**src/rtl/tx_fsm.sv**
```systemverilog
// tx_fsm: serial transmitter framing a 32-bit word as latch, 32 clocked bits and finish; define TX_FSM_MSB_FIRST_EN for MSB-first order
module tx_fsm #(
  parameter int DIV           = 1,
  parameter int LATCH_CYCLES  = 3,
  parameter int FINISH_CYCLES = 5
) (
  input  logic        clk,
  input  logic        rst,
  input  logic [1:0]  state_in,
  input  logic [31:0] transmit_data,
  output logic        data_tx,
  output logic        sck_tx,
  output logic        latch_flag,
  output logic        finish,
  output logic        finish_fsm,
  output logic        busy
);
  localparam int HW = DIV > 1 ? $clog2(DIV) : 1;
  localparam int CM = LATCH_CYCLES > FINISH_CYCLES ? LATCH_CYCLES : FINISH_CYCLES;
  localparam int CW = CM > 1 ? $clog2(CM) : 1;
  typedef enum logic [1:0] {IDLE, LATCH, SHIFT, FINISH} state_t;
  state_t        state_q;
  logic [31:0]   sr_q;
  logic [4:0]    bit_q;
  logic [HW-1:0] half_q;
  logic [CW-1:0] cnt_q;
  logic          next_bit;
  logic [31:0]   sr_shift;
`ifdef TX_FSM_MSB_FIRST_EN
  assign next_bit = sr_q[31];
  assign sr_shift = {sr_q[30:0], 1'b0};
`else
  assign next_bit = sr_q[0];
  assign sr_shift = {1'b0, sr_q[31:1]};
`endif
  // Frame sequencer: every output is a flop so the line pins never glitch
  always_ff @(posedge clk or negedge rst) begin
    if (!rst) begin
      state_q    <= IDLE;
      sr_q       <= '0;
      bit_q      <= '0;
      half_q     <= '0;
      cnt_q      <= '0;
      data_tx    <= 1'b0;
      sck_tx     <= 1'b0;
      latch_flag <= 1'b0;
      finish     <= 1'b0;
      finish_fsm <= 1'b0;
      busy       <= 1'b0;
    end else begin
      finish_fsm <= 1'b0;
      case (state_q)
        IDLE: if (state_in == 2'b01) begin
          state_q    <= LATCH;
          sr_q       <= transmit_data;
          cnt_q      <= '0;
          bit_q      <= '0;
          half_q     <= '0;
          latch_flag <= 1'b1;
          busy       <= 1'b1;
        end
        LATCH: if (cnt_q == CW'(LATCH_CYCLES - 1)) begin
          state_q    <= SHIFT;
          latch_flag <= 1'b0;
          sck_tx     <= 1'b1;
          data_tx    <= next_bit;
          sr_q       <= sr_shift;
        end else cnt_q <= cnt_q + 1'b1;
        SHIFT: if (half_q != HW'(DIV - 1)) half_q <= half_q + 1'b1;
        else begin
          half_q <= '0;
          if (sck_tx) sck_tx <= 1'b0;
          else if (bit_q == 5'd31) begin
            state_q <= FINISH;
            finish  <= 1'b1;
            data_tx <= 1'b0;
            cnt_q   <= '0;
          end else begin
            bit_q   <= bit_q + 1'b1;
            sck_tx  <= 1'b1;
            data_tx <= next_bit;
            sr_q    <= sr_shift;
          end
        end
        FINISH: if (cnt_q == CW'(FINISH_CYCLES - 1)) begin
          state_q    <= IDLE;
          finish     <= 1'b0;
          busy       <= 1'b0;
          finish_fsm <= 1'b1;
        end else cnt_q <= cnt_q + 1'b1;
        default: state_q <= IDLE;
      endcase
    end
  end
endmodule

```
**config.mk**
```make
export PLATFORM = sky130hd
export DESIGN_NAME = tx_fsm
export DESIGN_NICKNAME = d
export VERILOG_FILES = /design/src/rtl/tx_fsm.sv
export SDC_FILE = /design/constraint.sdc
export NUM_CORES = 1
export LEC_CHECK = 0
export CAP_MARGIN = 20
export CORE_ASPECT_RATIO = 0.6
export CORE_MARGIN = 3
export CORE_UTILIZATION = 57
export DETAILED_ROUTE_END_ITERATION = 10
export GPL_TIMING_DRIVEN = 0
export HOLD_SLACK_MARGIN = 0.08
export PLACE_DENSITY = 0.95
export SYNTH_ARGS = -nofsm -noshare
export SYNTH_HDL_FRONTEND = slang
export SYNTH_SLANG_ARGS = --single-unit
```
**constraint.sdc**
```tcl
create_clock -name clk -period 6.25 [get_ports clk]
set_input_delay 0.625 -clock clk [delete_from_list [all_inputs] [get_ports clk]]
set_output_delay 0.625 -clock clk [all_outputs]
set_load 0.01 [all_outputs]
```
# == Word level (Yosys, flattened, before mapping) ==
# Index checks and enable logic that the tools add are counted.
# classes
n_eq_ne,16
addsub,3
n_mux,49
reduce_logical,17
# op_table
cell,n
two-way mux 32 bit,5
case mux 32 bit (3 select lines),1
two-way mux 5 bit,4
two-way mux 1 bit,18
two-way mux 3 bit,6
"inequality test 2 bit, second input constant",9
AND reduction 6 bit,3
two-way mux 2 bit,6
case mux 1 bit (2 select lines),6
case mux 3 bit (4 select lines),1
case mux 5 bit (2 select lines),1
AND reduction 5 bit,2
nonzero test 2 bit,5
AND reduction 3 bit,3
case mux 2 bit (4 select lines),1
"adder 5 x 1 -> 5 bit, second input constant",1
"== test 5 bit, second input constant",1
"== test 2 x 1 -> 1 bit, second input constant",2
"== test 2 bit, second input constant",2
AND reduction 4 bit,1
"adder 3 x 1 -> 3 bit, second input constant",1
"== test 3 x 2 -> 1 bit, second input constant",1
"== test 3 bit, second input constant",1
nonzero test 3 bit,1
3 further kinds,3
# word_totals
input_bits,36
output_inout_bits,6
reg_bits,49

# == Depth between registers and ports, before layout ==
# logic_depth
word_depth,5
depth_mapped,8
depth_no_buf,7

# == Least setup slack after synthesis ==
# OpenSTA, ideal clock, no wires.
# synth_path
path_kind,register -> register
start,register bit_q[0]
end,register bit_q[3]
arrival_time_ps,2029
setup_time_ps,69
stages_incl_launch_ff,8
n_path_buf,0
t_required_ps,6181
setup_slack_ps,4152
path_cell_list,dfrtp_1 ha_1 and3_1 ha_1 o21a_1 a211o_1 or4b_1 nand3_1
# synth_between
elab_chain_len,5
elab_cells_between_ends,8
classes_between,add/sub (1); eq/ne (2); mux (4); reduce/logical (1)
# synth_rtl
item,line_no,text
from (decl),24,logic [4:0] bit_q;
from (signal assigned),79,bit_q <= bit_q + 1'b1;
adder 5 x 1 -> 5 bit,79,
two-way mux 5 bit,73,else if (bit_q == 5'd31) begin
two-way mux 5 bit,72,if (sck_tx) sck_tx <= 1'b0;
two-way mux 5 bit,69,SHIFT: if (half_q != HW'(DIV - 1)) half_q <= half_q + 1'b1;
case mux 5 bit (2 select lines),52,case (state_q)
# Parallel ways exist; a longest one is shown, timed or not. The select of a mux whose other input is x is not followed.
# A chain may end at the register's enable or synchronous reset.

# == Worst setup path in the final report ==
# layout_path
start,register bit_q[0]
end,register sr_q[28]
# layout_between
elab_chain_len,3
# layout_rtl
item,line_no,text
== test 5 bit,73,
inequality test 2 bit (no source line),--,
AND reduction 6 bit (no source line),--,
to (signal assigned),55,sr_q <= transmit_data;
to (signal assigned),67,sr_q <= sr_shift;
to (signal assigned),82,sr_q <= sr_shift;
to (decl),23,logic [31:0] sr_q;
# No other way between the ends.

==> results.json <==
{
  "cp.required_ns": 6.47,
  "dp_hpwl_um": 4010,
  "ys_warn_count": 0,
  "setup_viol": 0,
  "fin_crit_sh_pct": 40.2,
  "power_switching_uw": 123,
  "irDropWorstVdd_uv": 135,
  "crit_type": "reg2reg",
  "drive_above_1_share_pct": 7.80,
  "drt_iter0_drc": 114,
  "slew_viol_final": 0,
  "synthDistinctLibCells": 36,
  "p_int_uw": 424,
  "rsz0062_at_grt": "false",
  "pwr-share-seq_pct": 56.7,
  "clock_path_buffers": 2,
  "grt_overflow": 0,
  "start_kind": "flip-flop",
  "syn_inst": 232,
  "clock_latency_ns": 0.31,
  "io_buffers": 41,
  "powerDensity_nw_per_um2": 179,
  "fin_crit_ns": 2.51,
  "synth_area_um2": 2460,
  "cts_root_buffer": "clkbuf_8",
  "synth_top_area_share_pct": 48.8,
  "areaGrowthSynthToFinish_pct": 24.1,
  "r2r_slack_ns": 3.74,
  "critPathSlowestCell": "dfrtp_1",
  "tightest_slew_ns": 0.706,
  "min_path_type": "in2async",
  "dieHeight_um": 56.9,
  "die_x_um": 90.8,
  "viasPerCell": 6.05,
  "switching_share_pct": 22.5,
  "n_fill_cell": 253,
  "drc_errors": 0,
  "synth_area_leaders": "dfrtp_1, mux2i_1, a31oi_1, a21oi_1, ha_1",
  "routedWlPerCell_um": 16.5,
  "cts.hold.buffers_added": 0,
  "ys_seq_area_share_pct": 48.8,
  "endpoint_kind": "flip-flop",
  "skew_ns": 0.00577,
  "routed_wl_um": 5590,
  "yosys.area.top_type": "dfrtp_1",
  "antenna_found_initial": 0,
  "crit_chain": "ha_1 -> and3_1 -> ha_1 -> o21a_1 -> nor2_1 -> clkbuf_1 -> a21oi_1 -> a31oi_1",
  "diodes": 0,
  "rows": 17,
  "grt_max_degree": 28,
  "cts_tree": "built",
  "ant_nets": 0,
  "most-common-layout-cells": "dfrtp_1, clkdlybuf4s50_1, a21oi_1, mux2i_1, a31oi_1",
  "nets": 326,
  "status": "finished clean",
  "cts.sinks": 48,
  "finalHoldViolations": 0,
  "grt_first_pass_wirelength_um": 9610,
  "p_clk_share_pct": 36.3,
  "cap_violations": 0,
  "grt_pass1_vias": 2050,
  "p_leak_nw": 1.29,
  "setup-tns-final_ns": 0,
  "routabilityCongestion": 0.833,
  "grt_usage_pct": 23.0,
  "worst_path_most_repeated_cell": "ha_1",
  "worstRegToRegCells": 8,
  "startpoint": "bit_q[0]",
  "syn-num-nets": 277,
  "layout_commonest_cell": "dfrtp_1",
  "cts_resized": 0,
  "h-tree-depth": 2,
  "core_um2": 3890,
  "vias": 2051,
  "cts_made_buffers": 5,
  "power_uw": 547,
  "r2r_start": "bit_q[0]",
  "io-pin-count": 42,
  "synth_seq_cells": 48,
  "synth.avg_cell_area_um2": 10.6,
  "fmax_mhz": 398,
  "cp.arrival_ns": 2.73,
  "firstDrtPassIters": 4,
  "initial_core_util_pct": 63.2,
  "dieArea_um2": 5170,
  "comb_power_share_pct": 6.9,
  "post_cts_buffers": 0,
  "cts.clk_slew.worst_paths_ns": 0.09,
  "critPathMaxFanout": 10,
  "max_stage_delay_ns": 0.41,
  "max_slew_margin_pct": 52.9
}
layout make-up:
| cell class | instances | area [µm²] | area share (%) |
|---|---|---|---|
| sequential | 48 | 1200 | 39.3 |
| multi-input combinational | 160 | 1170 | 38.2 |
| timing repair buffer | 42 | 425 | 13.9 |
| clock buffer | 6 | 82.6 | 2.70 |
| tap | 57 | 71.3 | 2.33 |
| buffer | 17 | 66.3 | 2.17 |
| inverter | 7 | 26.3 | 0.860 |
| clock inverter | 2 | 15.0 | 0.491 |
sequential cells by signal, summed over array words and instances (netlist names):
register / flops
sr_q: 32
bit_q: 5
cnt_q: 3
state_q: 2
busy: 1
data_tx: 1
finish: 1
finish_fsm: 1
latch_flag: 1
sck_tx: 1
critical path, delay by kind of cell (launching register included):
kind,cells,cell delay (ns)
buffers and inverters,1,0.40
AND/OR/NAND/NOR,2,0.59
flip-flops,1,0.41
adder cells (fa/ha/maj),2,0.44
AO/OA/AOI/OAI,3,0.58
layer usage:
metal | global-route usage (%) | vias up | wire, µm
met5 | 0 | - | 0
met4 | 7.08 | 0 | 115
met3 | 6.02 | 17 | 415
met2 | 36.1 | 87 | 2570
met1 | 31.6 | 983 | 2490
li1 | - | 964 | -
cell families (layout without fill, tap and decap cells):
group,Yosys count,count (layout),share of synthesized area (%)
simple gates,31,31,6.97
buf+inv,24,74,3.76
flops,48,48,48.8
mux,38,38,15.7
fa+ha+maj,9,9,4.58
compound gates,82,82,20.2
power groups by stage:
stage	sequential (mW)	clock, mW	combinational, mW
6_report	0.310	0.198	0.0380
5_1_grt	0.310	0.216	0.0416
4_1_cts	0.310	0.201	0.0384
3_5_place_dp	0.316	0	0.0379
3_3_place_gp	0.316	0	0.0360
2_1_floorplan	0.317	0	0.00680
final timing paths:
kind,to
setup / recovery,sr_q[28]
hold / removal,bit_q[2]
setup reg to reg,sr_q[28]
hold reg to reg,data_tx
max in group asynchronous,sr_q[11]
min in group clk,data_tx
per-stage QoR:
stage	instance area [µm²]	setup slack [ns]	util [%]	hold slack (ns)	cells
2_1_floorplan	2460	4.15	-	0.329	232
3_3_place_gp	2940	3.27	75.6	0.493	330
3_5_place_dp	2960	3.76	76.0	0.501	331
5_1_grt	3060	3.59	78.5	0.294	339
6_report	3060	3.74	78.5	0.269	339
4_1_cts	3060	3.73	78.5	0.279	339
Yosys cell counts:
cell type and instances:
a211o_1 1, a21o_1 2, a21oi_1 34, a22o_1 3, a22o_2 1, a22oi_1 1
a22oi_2 1, a31oi_1 30, and2_1 1, and3_1 1, and3b_1 1, buf_1 2
buf_2 2, clkbuf_1 13, dfrtp_1 48, ha_1 9, inv_1 7, mux2_2 5
mux2i_1 33, nand2_1 10, nand2b_1 2, nand2b_4 1, nand3_1 5, nor2_1 4
nor2_2 1, nor2b_1 1, nor4b_1 1, o2111ai_1 1, o211ai_1 1, o21a_1 1
o21ai_0 4, o22ai_1 1, o2bb2ai_1 1, or3_1 1, or3b_2 1, or4b_1 1
Note: power is estimated with default switching activity, not from simulation.
